--- src/rtl/div_seq_ctrl_if.sv ---
// rtl/div_seq_ctrl_if.sv - issue/result bus between an issuing unit and the divide controller
//
// Signals:
//   start   issuer -> divider   request, honoured only while busy=0
//   a, b    issuer -> divider   binary32 dividend / divisor, captured with start
//   busy    divider -> issuer   operation in flight
//   done    divider -> issuer   one-cycle result strobe
//   result  divider -> issuer   binary32 quotient, held until the next done
//   dz      divider -> issuer   divide-by-zero flag, valid with done
interface div_seq_ctrl_if;
    logic        start;
    logic [31:0] a;
    logic [31:0] b;
    logic        busy;
    logic        done;
    logic [31:0] result;
    logic        dz;

    modport master (
        output start, a, b,
        input  busy, done, result, dz
    );

    modport slave (
        input  start, a, b,
        output busy, done, result, dz
    );
endinterface

--- src/rtl/div_seq_ctrl.sv ---
// rtl/div_seq_ctrl.sv - sequential binary32 divide controller with special-operand screen
//
// Ports:
//   clk    rising-edge clock
//   rst_n  asynchronous active-low reset
//   bus    div_seq_ctrl_if.slave (start, a, b in; busy, done, result, dz out)
//
// Special operands resolve in CHECK and go straight to OUT. Ordinary operands run
// 25 restoring-division steps (one quotient bit per cycle), then NORM forms the
// exponent, normalizes and applies overflow/underflow before OUT. Rounding is
// truncation; denormals are treated as zero.
module div_seq_ctrl (
    input  logic              clk,
    input  logic              rst_n,
    div_seq_ctrl_if.slave     bus
);
    typedef enum logic [2:0] {
        S_IDLE,
        S_CHECK,
        S_DIV,
        S_NORM,
        S_OUT
    } state_t;

    localparam logic [31:0] NAN_OUT = 32'h7FFF_FFFF;

    state_t      state_q, state_d;
    logic [31:0] a_q, a_d;
    logic [31:0] b_q, b_d;
    logic [24:0] r_q, r_d;
    logic [24:0] q_q, q_d;
    logic [4:0]  cnt_q, cnt_d;
    logic [31:0] result_q, result_d;
    logic        dz_q, dz_d;

    // Operand classification on the captured pair.
    logic a_zero, b_zero, a_inf, b_inf, a_nan, b_nan;
    logic sign;
    logic [31:0] inf_out;
    logic [24:0] mb_ext;
    logic [24:0] r_sub;
    logic        r_ge;
    logic [24:0] r_after;
    logic signed [9:0] e_raw, e_adj;
    logic [22:0] frac;

    always_comb begin
        a_zero  = (a_q[30:23] == 8'd0);
        b_zero  = (b_q[30:23] == 8'd0);
        a_inf   = (a_q[30:23] == 8'hFF) && (a_q[22:0] == 23'd0);
        b_inf   = (b_q[30:23] == 8'hFF) && (b_q[22:0] == 23'd0);
        a_nan   = (a_q[30:23] == 8'hFF) && (a_q[22:0] != 23'd0);
        b_nan   = (b_q[30:23] == 8'hFF) && (b_q[22:0] != 23'd0);
        sign    = a_q[31] ^ b_q[31];
        inf_out = {sign, 31'h7F80_0000};

        // One restoring step: the remainder stays below 2*mb, so 25 bits suffice.
        mb_ext  = {2'b01, b_q[22:0]};
        r_ge    = (r_q >= mb_ext);
        r_sub   = r_q - mb_ext;
        r_after = r_ge ? r_sub : r_q;

        // Biased exponent difference; 10-bit signed covers -127..382.
        e_raw = $signed({2'b00, a_q[30:23]}) - $signed({2'b00, b_q[30:23]}) + 10'sd127;
        e_adj = q_q[24] ? e_raw : (e_raw - 10'sd1);
        frac  = q_q[24] ? q_q[23:1] : q_q[22:0];
    end

    always_ff @(posedge clk or negedge rst_n) begin
        if (!rst_n) begin
            state_q  <= S_IDLE;
            a_q      <= 32'd0;
            b_q      <= 32'd0;
            r_q      <= 25'd0;
            q_q      <= 25'd0;
            cnt_q    <= 5'd0;
            result_q <= 32'd0;
            dz_q     <= 1'b0;
        end else begin
            state_q  <= state_d;
            a_q      <= a_d;
            b_q      <= b_d;
            r_q      <= r_d;
            q_q      <= q_d;
            cnt_q    <= cnt_d;
            result_q <= result_d;
            dz_q     <= dz_d;
        end
    end

    always_comb begin
        state_d  = state_q;
        a_d      = a_q;
        b_d      = b_q;
        r_d      = r_q;
        q_d      = q_q;
        cnt_d    = cnt_q;
        result_d = result_q;
        dz_d     = dz_q;

        unique case (state_q)
            S_IDLE: begin
                if (bus.start) begin
                    a_d     = bus.a;
                    b_d     = bus.b;
                    state_d = S_CHECK;
                end
            end
            S_CHECK: begin
                // Priority order matters: NaN-producing cases first, then zero, then inf.
                state_d = S_OUT;
                dz_d    = 1'b0;
                if (a_nan || b_nan || (a_zero && b_zero) || (a_inf && b_inf)) begin
                    result_d = NAN_OUT;
                end else if (a_zero || b_inf) begin
                    result_d = 32'd0;
                end else if (a_inf) begin
                    result_d = inf_out;
                end else if (b_zero) begin
                    result_d = inf_out;
                    dz_d     = 1'b1;
                end else begin
                    // Ordinary pair: leave result/dz untouched until OUT entry from NORM.
                    result_d = result_q;
                    dz_d     = dz_q;
                    r_d      = {2'b01, a_q[22:0]};
                    q_d      = 25'd0;
                    cnt_d    = 5'd0;
                    state_d  = S_DIV;
                end
            end
            S_DIV: begin
                // Quotient bits shift in MSB-first so q[24] ends up as the 2^0 bit.
                q_d   = {q_q[23:0], r_ge};
                r_d   = {r_after[23:0], 1'b0};
                cnt_d = cnt_q + 5'd1;
                if (cnt_q == 5'd24) begin
                    state_d = S_NORM;
                end
            end
            S_NORM: begin
                dz_d    = 1'b0;
                state_d = S_OUT;
                if (e_adj >= 10'sd255) begin
                    result_d = inf_out;
                end else if (e_adj <= 10'sd0) begin
                    result_d = 32'd0;
                end else begin
                    result_d = {sign, e_adj[7:0], frac};
                end
            end
            S_OUT: begin
                state_d = S_IDLE;
            end
            default: begin
                state_d = S_IDLE;
            end
        endcase
    end

    assign bus.busy   = (state_q != S_IDLE);
    assign bus.done   = (state_q == S_OUT);
    assign bus.result = result_q;
    assign bus.dz     = dz_q;
endmodule
--- src/flat_wrapper.sv ---
// flat-port wrapper written by rule: the top's interface ports become plain ports
module div_seq_ctrl_flat 
  (clk, rst_n, bus_start, bus_a, bus_b, bus_busy, bus_done, bus_result, bus_dz);
  div_seq_ctrl_if bus_i ();
  input  logic clk;
  input  logic rst_n;
  input wire logic [$bits(bus_i.start)-1:0] bus_start;
  input wire logic [$bits(bus_i.a)-1:0] bus_a;
  input wire logic [$bits(bus_i.b)-1:0] bus_b;
  output wire logic [$bits(bus_i.busy)-1:0] bus_busy;
  output wire logic [$bits(bus_i.done)-1:0] bus_done;
  output wire logic [$bits(bus_i.result)-1:0] bus_result;
  output wire logic [$bits(bus_i.dz)-1:0] bus_dz;
  assign bus_i.start = bus_start;
  assign bus_i.a = bus_a;
  assign bus_i.b = bus_b;
  assign bus_busy = bus_i.busy;
  assign bus_done = bus_i.done;
  assign bus_result = bus_i.result;
  assign bus_dz = bus_i.dz;
  div_seq_ctrl u_core (.clk(clk), .rst_n(rst_n), .bus(bus_i));
endmodule
--- config.mk ---
export PLATFORM = sky130hd
export DESIGN_NAME = div_seq_ctrl_flat
export DESIGN_NICKNAME = d
export VERILOG_FILES = /design/src/rtl/div_seq_ctrl_if.sv /design/src/rtl/div_seq_ctrl.sv /design/src/flat_wrapper.sv
export SDC_FILE = /design/constraint.sdc
export NUM_CORES = 1
export LEC_CHECK = 0
export BUFFER_PORTS_ARGS = -buffer_cell sky130_fd_sc_hd__buf_2
export CORE_UTILIZATION = 30
export CTS_BUF_LIST = sky130_fd_sc_hd__clkbuf_8
export DETAILED_ROUTE_END_ITERATION = 8
export PLACE_DENSITY = 0.55
export SYNTH_ARGS = -nofsm -noshare
export SYNTH_HDL_FRONTEND = slang
export SYNTH_SLANG_ARGS = --single-unit
--- constraint.sdc ---
create_clock -name clk -period 8.15 [get_ports clk]
set_input_delay 0.815 -clock clk [delete_from_list [all_inputs] [get_ports clk]]
set_output_delay 0.815 -clock clk [all_outputs]
set_load 0.05 [all_outputs]
# Yosys cells after proc, flatten, opt, wreduce, memory -nomap -nowiden
# Index checks and enable logic that the tools add are counted.
[totals]
reg_bits = 155
output_inout_bits = 35
input_bits = 67
[classes]
muxes = 37
add_sub_neg = 5
n_reduce_logical = 24
n_eq_ne = 14
order_cmp = 3
n_bitwise = 1
[op_table]
columns = ["op", "n"]
rows = [
  ["25-bit two-way mux", 8],
  ["32-bit two-way mux", 6],
  ["25-bit one-hot mux with 2 select lines", 2],
  ["32-bit one-hot mux with 2 select lines", 1],
  ["23-bit logical NOT", 2],
  ["23-bit nonzero test", 2],
  ["25-bit by 24-bit >= comparator with 1-bit output", 1],
  ["24-bit two-way mux", 1],
  ["24-bit subtractor", 1],
  ["23-bit two-way mux", 1],
  ["5-bit two-way mux", 4],
  ["3-bit two-way mux", 6],
  ["8-bit == test, second input constant", 2],
  ["8-bit logical NOT", 2],
  ["3-bit one-hot mux with 4 select lines", 1],
  ["10-bit by 8-bit adder with 10-bit output, second input constant", 1],
  ["10-bit by 9-bit >= comparator with 1-bit output, second input constant", 1],
  ["10-bit by 1-bit less-or-equal comparator with 1-bit output, second input constant", 1],
  ["10-bit two-way mux", 1],
  ["2-bit inequality test, second input constant", 5],
  ["5-bit one-hot mux with 2 select lines", 1],
  ["10-bit by 2-bit subtractor with 10-bit output, second input constant", 1],
  ["8-bit by 8-bit subtractor with 9-bit output", 1],
  ["3-bit by 2-bit == test with 1-bit output, second input constant", 2],
  ["other kinds (16)", 30],
]

# Logic depth before layout (Yosys ltp)
# Gate-level depths: netlist of the first run.
[depth]
word_depth = 8
ltp_mapped = 17
depth_no_buf = 16

# Least setup slack after synthesis of the first run
# OpenSTA, ideal clock, no wires.
[synth_path]
path_type = "register -> register"
startpoint = "register u_core.a_q[23]"
endpoint = "register u_core.result_q[1] (netlist: u_core.bus.result[1])"
arrival_ns = 3.581
stages_incl_launch_ff = 16
setup_ns = 0.127
slack_ns = 4.442
n_path_buf = 1
required_time_ns = 8.023
period_less_slack_ns = 3.708
path_cell_list = "dfrtp_1 -> inv_1 -> ha_1 -> inv_1 -> fa_1 -> a211oi_2 -> nor2_4 -> xnor2_2 -> or4_4 -> a21o_2 -> xnor2_1 -> nor4b_1 -> nand2_1 -> a31oi_4 -> buf_6 -> a211oi_2"
[synth_via]
elab_chain_len = 8
elab_cells_between_ends = 24
[synth_lines]
columns = ["item", "line", "text"]
rows = [
  ["from (decl)", "div_seq_ctrl.sv:28", "logic [31:0] a_q, a_d;"],
  ["from (signal assigned)", "div_seq_ctrl.sv:72", "a_q <= 32'd0;"],
  ["from (signal assigned)", "div_seq_ctrl.sv:81", "a_q <= a_d;"],
  ["8-bit by 8-bit subtractor with 9-bit output", "div_seq_ctrl.sv:64", "e_raw = $signed({2'b00, a_q[30:23]}) - $signed({2'b00, b_q[30:23]}) + 10'sd127;"],
  ["10-bit by 8-bit adder with 10-bit output", "div_seq_ctrl.sv:64", ""],
  ["10-bit by 2-bit subtractor with 10-bit output", "div_seq_ctrl.sv:65", "e_adj = q_q[24] ? e_raw : (e_raw - 10'sd1);"],
  ["10-bit two-way mux", "div_seq_ctrl.sv:65", ""],
  ["10-bit by 1-bit less-or-equal comparator with 1-bit output", "div_seq_ctrl.sv:146", "end else if (e_adj <= 10'sd0) begin"],
  ["32-bit two-way mux", "div_seq_ctrl.sv:146", ""],
  ["32-bit two-way mux", "div_seq_ctrl.sv:144", "if (e_adj >= 10'sd255) begin"],
  ["32-bit one-hot mux with 2 select lines", "div_seq_ctrl.sv:101", "unique case (state_q)"],
  ["to (signal assigned)", "div_seq_ctrl.sv:86", "result_q <= result_d;"],
  ["to (decl)", "div_seq_ctrl.sv:33", "logic [31:0] result_q, result_d;"],
]
# Parallel ways exist; a longest one is shown, timed or not.
# A chain may end at the register's enable or synchronous reset.

# Final worst setup path of the first run
[layout_path]
startpoint = "register u_core.a_q[23]"
endpoint = "register u_core.result_q[17] (netlist: u_core.bus.result[17])"
# The elaborated chain is that of the path after synthesis.

==> reports/metrics.yaml, run 1 <==
sta:
  setup_viol: 0
  fin_skew_ps: 14.19
  hold_viol_final: 0
  fmaxAchievable_mhz: 222.5
  slew_headroom_pct: 22.74
  worst_slew_pin_slew_ps: 1159
  finalWorstSetupSlack_ps: 3655
  period_minus_slack_ps: 4495
  finalSetupTns_ps: 0
  finalMaxSlewViolations: 0
  timing.final.crit_share_pct: 55.15
  rsz0062_at_grt: "no"
layout:
  layout.nets: 1102
  area_delta_synth_final_pct: 14.01
  diodes: 0
  drive_gt1_share_pct: 21.56
clock_network:
  cts_root_buffer: "clkbuf_8"
  htreeDepth: 4
  hold_buffers: 0
  clk_path_buf_depth: 2
  cts_setup_buffers: 0
  cts_tree: "built"
  clock_latency_ps: 460
  clk_pin_slew_ps: 100
  ctsResizeCount: 0
  cts_num_sinks: 155
  cts_buffers: 17
yosys:
  synthCells: 915
  ys_warn_count: 0
  syn-num-nets: 1019
  yosysSeqAreaShare_pct: 43.78
  synth_edf_count: 0
  syn_avg_cell_area_sq_um: 9.683
  yosys_register_bits: 155
  syn_area_sq_um: 8860
  yosysUniqueCellTypes: 79
  ys_async_sr_fraction_pct: 100.0
  synth_ff_type: "dfrtp_1"
min_path:
  hold_class: "in -> async"
placement:
  place_ws_ps: 3708
  place.port_buffers: 101
  gp_congestion: 0.8182
  place.detailed.hpwl_um: 15400
worst_setup_path:
  slowest_stage: "a31oi_4"
  slowest_delay_ps: 750
  path_common_cell: "inv_1"
  cp_num_buf_inv: 2
  crit-reg2reg-launch: "u_core.a_q[23]$_DFFE_PN0P_"
  worstPathCellList: "inv_1 -> ha_1 -> inv_1 -> fa_1 -> a211oi_2 -> nor2_4 -> xnor2_2 -> or4_4 -> a21o_2 -> xnor2_1 -> nor4b_1 -> nand2_1 -> a31oi_4 -> a211oi_1"
  endpoint: "u_core.bus.result[17]$_DFFE_PN0P_"
  critPathCaptureType: "flip-flop"
  critPathLaunch: "u_core.a_q[23]$_DFFE_PN0P_"
  path_class: "reg -> reg"
  cp.depth: 14
  worstPathArrival_ps: 4780
  reg2reg_to: "u_core.bus.result[17]$_DFFE_PN0P_"
  crit_family: "compound AO/OA/AOI/OAI gates"
  r2r_cells: 14
  r2r_slack_ps: 3650
  start_kind: "flip-flop"
  crit_fanout: 23
  crit_required_ps: 8430
floorplan:
  die_x_um: 173.9
  rows: 62
  core-area_sq_um: 28860
  initial_core_util_pct: 30.70
  dieArea_sq_um: 30220
  die_h_um: 173.9
  io_pins: 102
run_status:
  status: "finished, final reports clean"
global_routing:
  antenna_found_initial: 0
  grt_max_degree: 95
  grt_pass1_vias: 6812
  grt_use_total_pct: 14.92
  grt_overflow: 0
  grt_pass1_wl_um: 36110
routing:
  drt_iter0_markers: 353
  ant_nets: 0
  drc: 0
  wl_per_cell_um: 15.62
  num_vias: 6894
  drtPass1Iterations: 4
  wirelength_um: 21800
  via_per_inst: 4.942
job:
  max_cap_viol_count: 0
-- kinds of logic after synthesis --
family,count (synthesis),synth area share [%]
AOI/OAI and AO/OA,235,17.62
xor gates and xnor gates,39,4.223
adders and majority gates,37,5.395
buffers and inverters,100,4.816
DFF,155,43.78
muxes,81,9.660
and+or+nand+nor,268,14.50
-- Yosys cell counts (4+ instances only) --
| master | count | area share [%] |
|---|---|---|
| o21ai_0 | 85 | 4.8 |
| nor2b_1 | 4 | 0.28 |
| a31oi_1 | 4 | 0.28 |
| or3_1 | 5 | 0.35 |
| clkbuf_1 | 34 | 1.4 |
| mux2i_1 | 45 | 5.1 |
| nand4_1 | 14 | 0.99 |
| mux2_2 | 36 | 4.6 |
| or4_1 | 5 | 0.42 |
| nor4_1 | 12 | 0.85 |
| dfrtp_1 | 155 | 44 |
| a211oi_1 | 16 | 1.4 |
| and3_1 | 6 | 0.42 |
| o211ai_1 | 8 | 0.68 |
| nor3b_1 | 5 | 0.42 |
| a211oi_2 | 11 | 1.6 |
| a22oi_1 | 14 | 1.2 |
| xnor2_1 | 26 | 2.6 |
| xor2_1 | 10 | 0.99 |
| o22ai_1 | 8 | 0.56 |
| inv_1 | 55 | 2.3 |
| a21oi_1 | 40 | 2.3 |
| ha_1 | 35 | 4.9 |
| nor2_1 | 51 | 2.2 |
| nand3_1 | 15 | 0.85 |
| a21o_1 | 9 | 0.76 |
| nor3_1 | 7 | 0.40 |
| nand2b_1 | 7 | 0.49 |
| nand2_1 | 113 | 4.8 |
| and2_1 | 7 | 0.49 |
| or2_2 | 4 | 0.28 |
-- cell type report --
cell class | count | area, sq um
multi-input combinational | 660 | 4573
tap | 384 | 480.5
timing repair buffer | 109 | 571.8
clock buffer | 17 | 234.0
clock inverter | 15 | 156.4
fill | 3046 | 18760
inverter | 55 | 206.4
sequential | 155 | 3879
-- cells in the final DEF, fill, tap and decap left out, types with 16 or more instances in the layout --
cell type,n
mux2i_1,45
buf_2,100
nand2_1,113
xnor2_1,26
nor2_1,49
dfrtp_1,155
inv_1,56
mux2_2,36
a211oi_1,16
a21oi_1,40
ha_1,35
clkbuf_8,17
o21ai_0,85
-- layer usage --
layer  global-route usage [%]  vias to the layer above  wire [um]  part of all wire [%]
met4                    4.825                        0        331                   1.5
met1                    21.11                     3302      10610                    49
met5                        0                        -          0                     0
met2                    23.25                      131       9955                    46
met3                    2.259                       21        903                   4.1
li1                         -                     3440          -                     -
-- through the flow --
step / instance area [sq um] / utilization [%] / std cells / hold slack (ps)
5_1_grt: 10100 / 35.00 / 1395 / 460.5
6_report: 10100 / 35.00 / 1395 / 405.6
2_1_floorplan: 8860 / - / 915 / 457.8
3_5_place_dp: 9711 / 33.65 / 1363 / 498.5
4_1_cts: 10100 / 35.00 / 1395 / 430.2
3_3_place_gp: 9711 / 33.65 / 1363 / 488.6
-- worst min-delay path by stage --
stage	endpoint	depth (start not counted)	startpoint	slack [ps]
floorplan	u_core.state_q[0]$_DFFE_PN0P_	1	u_core.state_q[2]$_DFFE_PN0P_	460
global placement	u_core.state_q[0]$_DFFE_PN0P_	1	u_core.state_q[2]$_DFFE_PN0P_	490
detailed placement	u_core.state_q[0]$_DFFE_PN0P_	1	u_core.state_q[2]$_DFFE_PN0P_	500
CTS	u_core.b_q[14]$_DFFE_PN0P_	1	rst_n	430
global route	u_core.b_q[14]$_DFFE_PN0P_	1	rst_n	460
finish	u_core.b_q[14]$_DFFE_PN0P_	1	rst_n	410
-- flip-flops by register name, summed over array words and instances (netlist names) --
name	count
u_core.a_q	32
u_core.b_q	32
u_core.bus.result	32
u_core.q_q	25
u_core.r_q	25
u_core.cnt_q	5
u_core.state_q	3
u_core.bus.dz	1
Power of run 1 is not shown: default switching activity piles up to over one toggle a cycle in this logic, so the estimate is an artifact.
==> run 2, diff against run 1 <==
==> constraint.sdc (replaced) <==
create_clock -name clk -period 4.6 [get_ports clk]
set_input_delay 0.46 -clock clk [delete_from_list [all_inputs] [get_ports clk]]
set_output_delay 0.46 -clock clk [all_outputs]
set_load 0.05 [all_outputs]
==> run 2 against run 1 <==
  * Global-route usage rose by 0.064 points
  * Clock-buffer cell count rose by 1
  * Non-clock buffer count rose by 5
  * First-iteration DRC count rose by 23%
  * Die area did not move
  * Critical endpoint is now u_core.bus.result[15]$_DFFE_PN0P_
  * Largest cell class unchanged
  * Highest routed layer unchanged
==> reports/metrics.yaml, run 2 (synthesis results as in run 1) <==
run_status:
  status: "finished, final reports clean"
sta:
  fmaxAchievable_mhz: 237.5  # +6.8%
  worst_slew_pin_slew_ps: 960.8  # -198.2 ps
  hold_viol_final: 0  # unchanged
  finalSetupTns_ps: 0  # unchanged
  slew_headroom_pct: 35.95  # +13 points
  rsz0062_at_grt: "no"
  timing.final.crit_share_pct: 91.52  # +36 points
  period_minus_slack_ps: 4210  # -285.1 ps
  finalMaxSlewViolations: 0  # unchanged
  setup_viol: 0  # unchanged
  fin_skew_ps: 21.39  # +7.201 ps
routing:
  wl_per_cell_um: 15.64  # about the same
  drtPass1Iterations: 5  # +1
  num_vias: 6949  # +0.80%
  drt_iter0_markers: 434  # +23%
  via_per_inst: 4.964  # +0.44%
  drc: 0  # unchanged
  wirelength_um: 21890  # +0.43%
  ant_nets: 0  # unchanged
clock_network:
  cts_tree: "built"
  htreeDepth: 4  # unchanged
  cts_buffers: 17  # unchanged
  clk_pin_slew_ps: 100  # about the same
  cts_num_sinks: 155  # unchanged
  cts_root_buffer: "clkbuf_8"
  cts_setup_buffers: 0  # unchanged
  clk_path_buf_depth: 2  # unchanged
  ctsResizeCount: 0  # unchanged
  clock_latency_ps: 470  # about the same
  hold_buffers: 0  # unchanged
worst_setup_path:
  start_kind: "flip-flop"
  critPathCaptureType: "flip-flop"
  crit_fanout: 23  # unchanged
  slowest_stage: "or4_4"
  path_class: "reg -> reg"
  reg2reg_to: "u_core.bus.result[15]$_DFFE_PN0P_"
  slowest_delay_ps: 530  # -220 ps
  worstPathArrival_ps: 4530  # -250 ps
  crit-reg2reg-launch: "u_core.a_q[23]$_DFFE_PN0P_"
  r2r_cells: 15  # +1
  worstPathCellList: "inv_1 -> ha_1 -> inv_1 -> fa_1 -> a211oi_2 -> nor2_4 -> xnor2_2 -> or4_4 -> a211oi_1 -> nor3b_1 -> nor4b_1 -> nand2_1 -> a31oi_4 -> buf_4 -> a211oi_1"
  r2r_slack_ps: 390  # -3260 ps
  crit_required_ps: 4920  # -3510 ps
job:
  max_cap_viol_count: 0  # unchanged
layout:
  final_cell_mix: "dfrtp_1 (155), nand2_1 (113), buf_2 (100)"
  diodes: 0  # unchanged
  postLayoutCellArea_sq_um: 10150  # +0.53%
  layout.nets: 1107  # +0.45%
  area_delta_synth_final_pct: 14.62
  drive_gt1_share_pct: 22.05  # +0.48 points
  mostFrequentLayoutCell: "dfrtp_1"
floorplan:
  io_pins: 102  # unchanged
  die_x_um: 173.9  # unchanged
  rows: 62  # unchanged
  dieArea_sq_um: 30220  # unchanged
  initial_core_util_pct: 30.70  # unchanged
  core-area_sq_um: 28860  # unchanged
  die_h_um: 173.9  # unchanged
placement:
  place.detailed.hpwl_um: 15540  # +0.91%
  place.port_buffers: 101  # unchanged
  placed_area_sq_um: 9748  # +0.39%
  gp_congestion: 0.8411  # +2.8%
global_routing:
  antenna_found_initial: 0  # unchanged
  grt_max_degree: 95  # unchanged
  grt_use_total_pct: 14.99  # +0.064 points
  grt_pass1_vias: 6796  # -0.23%
  grt_pass1_wl_um: 36290  # +0.52%
  grt_overflow: 0  # unchanged
min_path:
  hold_class: "in -> async"
## run 2: cell count changes in the layout (fill, tap and decap cells not counted), moves of 2 or more
cell | before | now
clkinvlp_4 | 3 | 1
clkinv_4 | 1 | 3
buf_4 | 8 | 13
clkinv_2 | 0 | 2
## run 2: worst max-delay path, delay by kind of cell, from the launching register on
kind | cells | cell delay, ps
and+or+nand+nor | 5 | 1320
AOI/OAI and AO/OA | 4 | 1080
adders and majority gates | 2 | 620
buffers and inverters | 3 | 470
DFF | 1 | 390
xor gates and xnor gates | 1 | 170
## run 2: metal layers
| layer | wire length (um) | GRT usage, % | vias up |
|---|---|---|---|
| met5 | 0 | 0 | - |
| met4 | 165 | 3.180 | 0 |
| met2 | 10160 | 23.97 | 131 |
| met1 | 10800 | 21.20 | 3372 |
| met3 | 768 | 2.456 | 14 |
| li1 | - | - | 3432 |
## run 2: area by class of cell
type / count / area, sq um
fillers: 2992 / 18700
multi-input cells: 660 / 4573
flip-flops and latches: 155 / 3879
repair buffers: 114 / 609.3
well taps: 384 / 480.5
clock buffers: 18 / 247.7
inverters: 55 / 206.4
clock inverters: 14 / 158.9
## run 2: per-stage QoR
stage,worst slack (ps),hold WS [ps],util (%),instances
global route,88.39,85.02,35.19,1400
detailed placement,423.8,486.4,33.78,1368
floorplan,892.0,164.4,-,915
finish,390.0,27.60,35.19,1400
CTS,418.7,55.29,35.19,1400
global placement,538.7,480.8,33.78,1368
## run 2: worst max-delay path by stage
stage,from,slack [ps],cells past startpoint,endpoint
final,u_core.a_q[23]$_DFFE_PN0P_,390,15,u_core.bus.result[15]$_DFFE_PN0P_
after global routing,u_core.a_q[23]$_DFFE_PN0P_,90,14,u_core.bus.result[28]$_DFFE_PN0P_
after CTS,u_core.a_q[23]$_DFFE_PN0P_,420,15,u_core.bus.result[22]$_DFFE_PN0P_
after detailed placement,u_core.a_q[23]$_DFFE_PN0P_,420,15,u_core.bus.result[13]$_DFFE_PN0P_
after global placement,u_core.a_q[23]$_DFFE_PN0P_,540,15,u_core.bus.result[10]$_DFFE_PN0P_
after floorplan,u_core.a_q[23]$_DFFE_PN0P_,890,15,u_core.bus.result[1]$_DFFE_PN0P_
Power of run 2 is left out for the same reason.
==> run 3, diff against run 2 <==
--- a/config.mk
+++ b/config.mk
@@ -6,10 +6,11 @@
 export NUM_CORES = 1
 export LEC_CHECK = 0
 export BUFFER_PORTS_ARGS = -buffer_cell sky130_fd_sc_hd__buf_2
-export CORE_UTILIZATION = 30
+export CORE_UTILIZATION = 35
 export CTS_BUF_LIST = sky130_fd_sc_hd__clkbuf_8
 export DETAILED_ROUTE_END_ITERATION = 8
-export PLACE_DENSITY = 0.55
+export PLACE_DENSITY = 0.6
+export SKIP_LAST_GASP = 1
 export SYNTH_ARGS = -nofsm -noshare
 export SYNTH_HDL_FRONTEND = slang
 export SYNTH_SLANG_ARGS = --single-unit
==> run 3 against run 2 <==
  * Via count fell by 0.63%
  * Final cell count down 4.4%
  * Non-clock buffer count decreased by 1
  * Global-route usage rose by 2.0 points
  * Worst hold slack better by 43 ps
  * Clock skew fell by 7.7 ps
  * Final area is 0.43% lower
  * Clock-buffer cell count is 1 higher
  * Register-to-register slack improved by 20 ps
  * Routed wire length down 3.1%
  * Largest cell class unchanged
  * Maximum frequency grew 0.57%
==> reports/metrics.yaml, run 3 (synthesis results as in run 1) <==
floorplan:
  core-area_sq_um: 24600  # -15%
  die_h_um: 161.1  # -7.3%
  dieArea_sq_um: 25950  # -14%
  initial_core_util_pct: 36.01  # +5.3 points
  io_pins: 102  # unchanged
  rows: 57  # -8.1%
  die_x_um: 161.1  # -7.3%
placement:
  place_inst: 1307  # -4.5%
  place.port_buffers: 101  # unchanged
  gp_congestion: 0.8325  # -1.0%
  place.detailed.hpwl_um: 14940  # -3.8%
layout:
  multi_input_area_sq_um: 4578  # +0.11%
  fillCellCount: 2449  # -18%
  final_cell_mix: "dfrtp_1 (155), nand2_1 (113), buf_2 (100)"
  layout.nets: 1106  # -0.090%
  area_delta_synth_final_pct: 14.12
  seqCellArea_sq_um: 3879  # unchanged
  drive_gt1_share_pct: 21.97  # -0.077 points
  mostFrequentLayoutCell: "dfrtp_1"
  diodes: 0  # unchanged
  finalNonFillerCells: 1339  # -4.4%
sta:
  hold_viol_final: 0  # unchanged
  finalMaxSlewViolations: 0  # unchanged
  finalSetupTns_ps: 0  # unchanged
  fin_skew_ps: 13.68  # -7.717 ps
  slew_headroom_pct: 36.44  # +0.49 points
  setup_viol: 0  # unchanged
  worst_slew_pin_slew_ps: 953.3  # -7.420 ps
  period_minus_slack_ps: 4186  # -23.74 ps
  fmaxAchievable_mhz: 238.9  # +0.57%
  timing.final.crit_share_pct: 91.00  # -0.52 points
  rsz0062_at_grt: "no"
routing:
  ant_nets: 0  # unchanged
  wl_per_cell_um: 15.83  # +1.3%
  wirelength_um: 21200  # -3.1%
  drtPass1Iterations: 5  # unchanged
  drc: 0  # unchanged
  num_vias: 6905  # -0.63%
  via_per_inst: 5.157  # +3.9%
  drt_iter0_markers: 420  # -3.2%
global_routing:
  grt_pass1_wl_um: 35080  # -3.3%
  grt_max_degree: 95  # unchanged
  grt_use_total_pct: 16.98  # +2.0 points
  grt_overflow: 0  # unchanged
  grt_pass1_vias: 6639  # -2.3%
  antenna_found_initial: 1  # +1
worst_setup_path:
  r2r_slack_ps: 410  # +20 ps
  crit_required_ps: 4910  # about the same
  worstPathArrival_ps: 4490  # -40 ps
  cp_num_buf_inv: 3  # unchanged
  start_kind: "flip-flop"
  critPathCaptureType: "flip-flop"
  crit_fanout: 23  # unchanged
  slowest_stage: "or4_4"
  crit_family: "simple AND/OR/NAND/NOR gates"
  path_class: "reg -> reg"
  worstPathCellList: "inv_1 -> ha_1 -> inv_1 -> fa_1 -> a211oi_2 -> nor2_4 -> xnor2_2 -> or4_4 -> a211oi_1 -> nor3b_1 -> nor4b_1 -> nand2_1 -> a31oi_4 -> buf_4 -> a211oi_2"
  slowest_delay_ps: 530  # about the same
clock_network:
  cts_setup_buffers: 0  # unchanged
  cts_root_buffer: "clkbuf_8"
  cts_buffers: 17  # unchanged
  htreeDepth: 4  # unchanged
  clk_pin_slew_ps: 90  # about the same
  cts_num_sinks: 155  # unchanged
  clk_path_buf_depth: 2  # unchanged
  clock_latency_ps: 460  # about the same
  cts_tree: "built"
run_status:
  status: "finished, final reports clean"
min_path:
  hold_class: "in -> async"
job:
  max_cap_viol_count: 0  # unchanged
-- run 3: metrics by stage --
step	area (sq um)	hold WS (ps)	util, %	setup WS [ps]
global placement	9663	484.1	39.27	539.9
detailed placement	9663	481.7	39.27	458.3
floorplan	8860	164.4	-	892.0
global route	10110	118.0	41.09	133.1
CTS	10100	84.81	41.06	443.5
finish	10110	70.77	41.09	413.8
-- run 3: final cells by class --
type                            count  area share (%)
Timing Repair Buffer              113           5.952
Inverter                           55           2.042
Clock buffer                       19           2.586
Sequential cell                   155           38.36
Clock inverter                     13           1.770
Multi-Input combinational cell    660           45.28
Tap cell                          324           4.009
-- run 3: path summary, 6_finish.rpt --
path	from	end	depth (start not counted)
min in group clk	bus_b[13]	u_core.b_q[13]$_DFFE_PN0P_	3
max in group asynchronous	rst_n	u_core.bus.result[3]$_DFFE_PN0P_	2
setup / recovery	u_core.a_q[23]$_DFFE_PN0P_	u_core.bus.result[5]$_DFFE_PN0P_	15
setup reg to reg	u_core.a_q[23]$_DFFE_PN0P_	u_core.bus.result[5]$_DFFE_PN0P_	15
hold reg to reg	u_core.state_q[2]$_DFFE_PN0P_	u_core.state_q[0]$_DFFE_PN0P_	1
hold / removal	rst_n	u_core.b_q[13]$_DFFE_PN0P_	1
-- run 3: routing by layer --
layer / global-route usage [%] / up-vias / wire, um
li1: - / 3435 / -
met1: 23.94 / 3309 / 10390
met2: 26.08 / 134 / 9645
met3: 3.261 / 25 / 730
met4: 5.532 / 2 / 419
met5: 0 / - / 13
-- run 3: what timing repair did --
item / 4_1_cts / 5_1_grt
resized for setup: 0 / 1
endpoints found under the hold margin: 0 / 0
hold buffers: 0 / 0
setup endpoints to repair: 0 / 2
-- run 3: worst register-to-register path: cells and delay by family, from the launching register on --
family | cells | cell delay, ps
AO/OA/AOI/OAI | 4 | 1080
XOR/XNOR | 1 | 170
adder cells (fa/ha/maj) | 2 | 640
buffers and inverters | 3 | 480
flip-flops | 1 | 390
AND/OR/NAND/NOR | 5 | 1270
Power of run 3 is left out for the same reason.
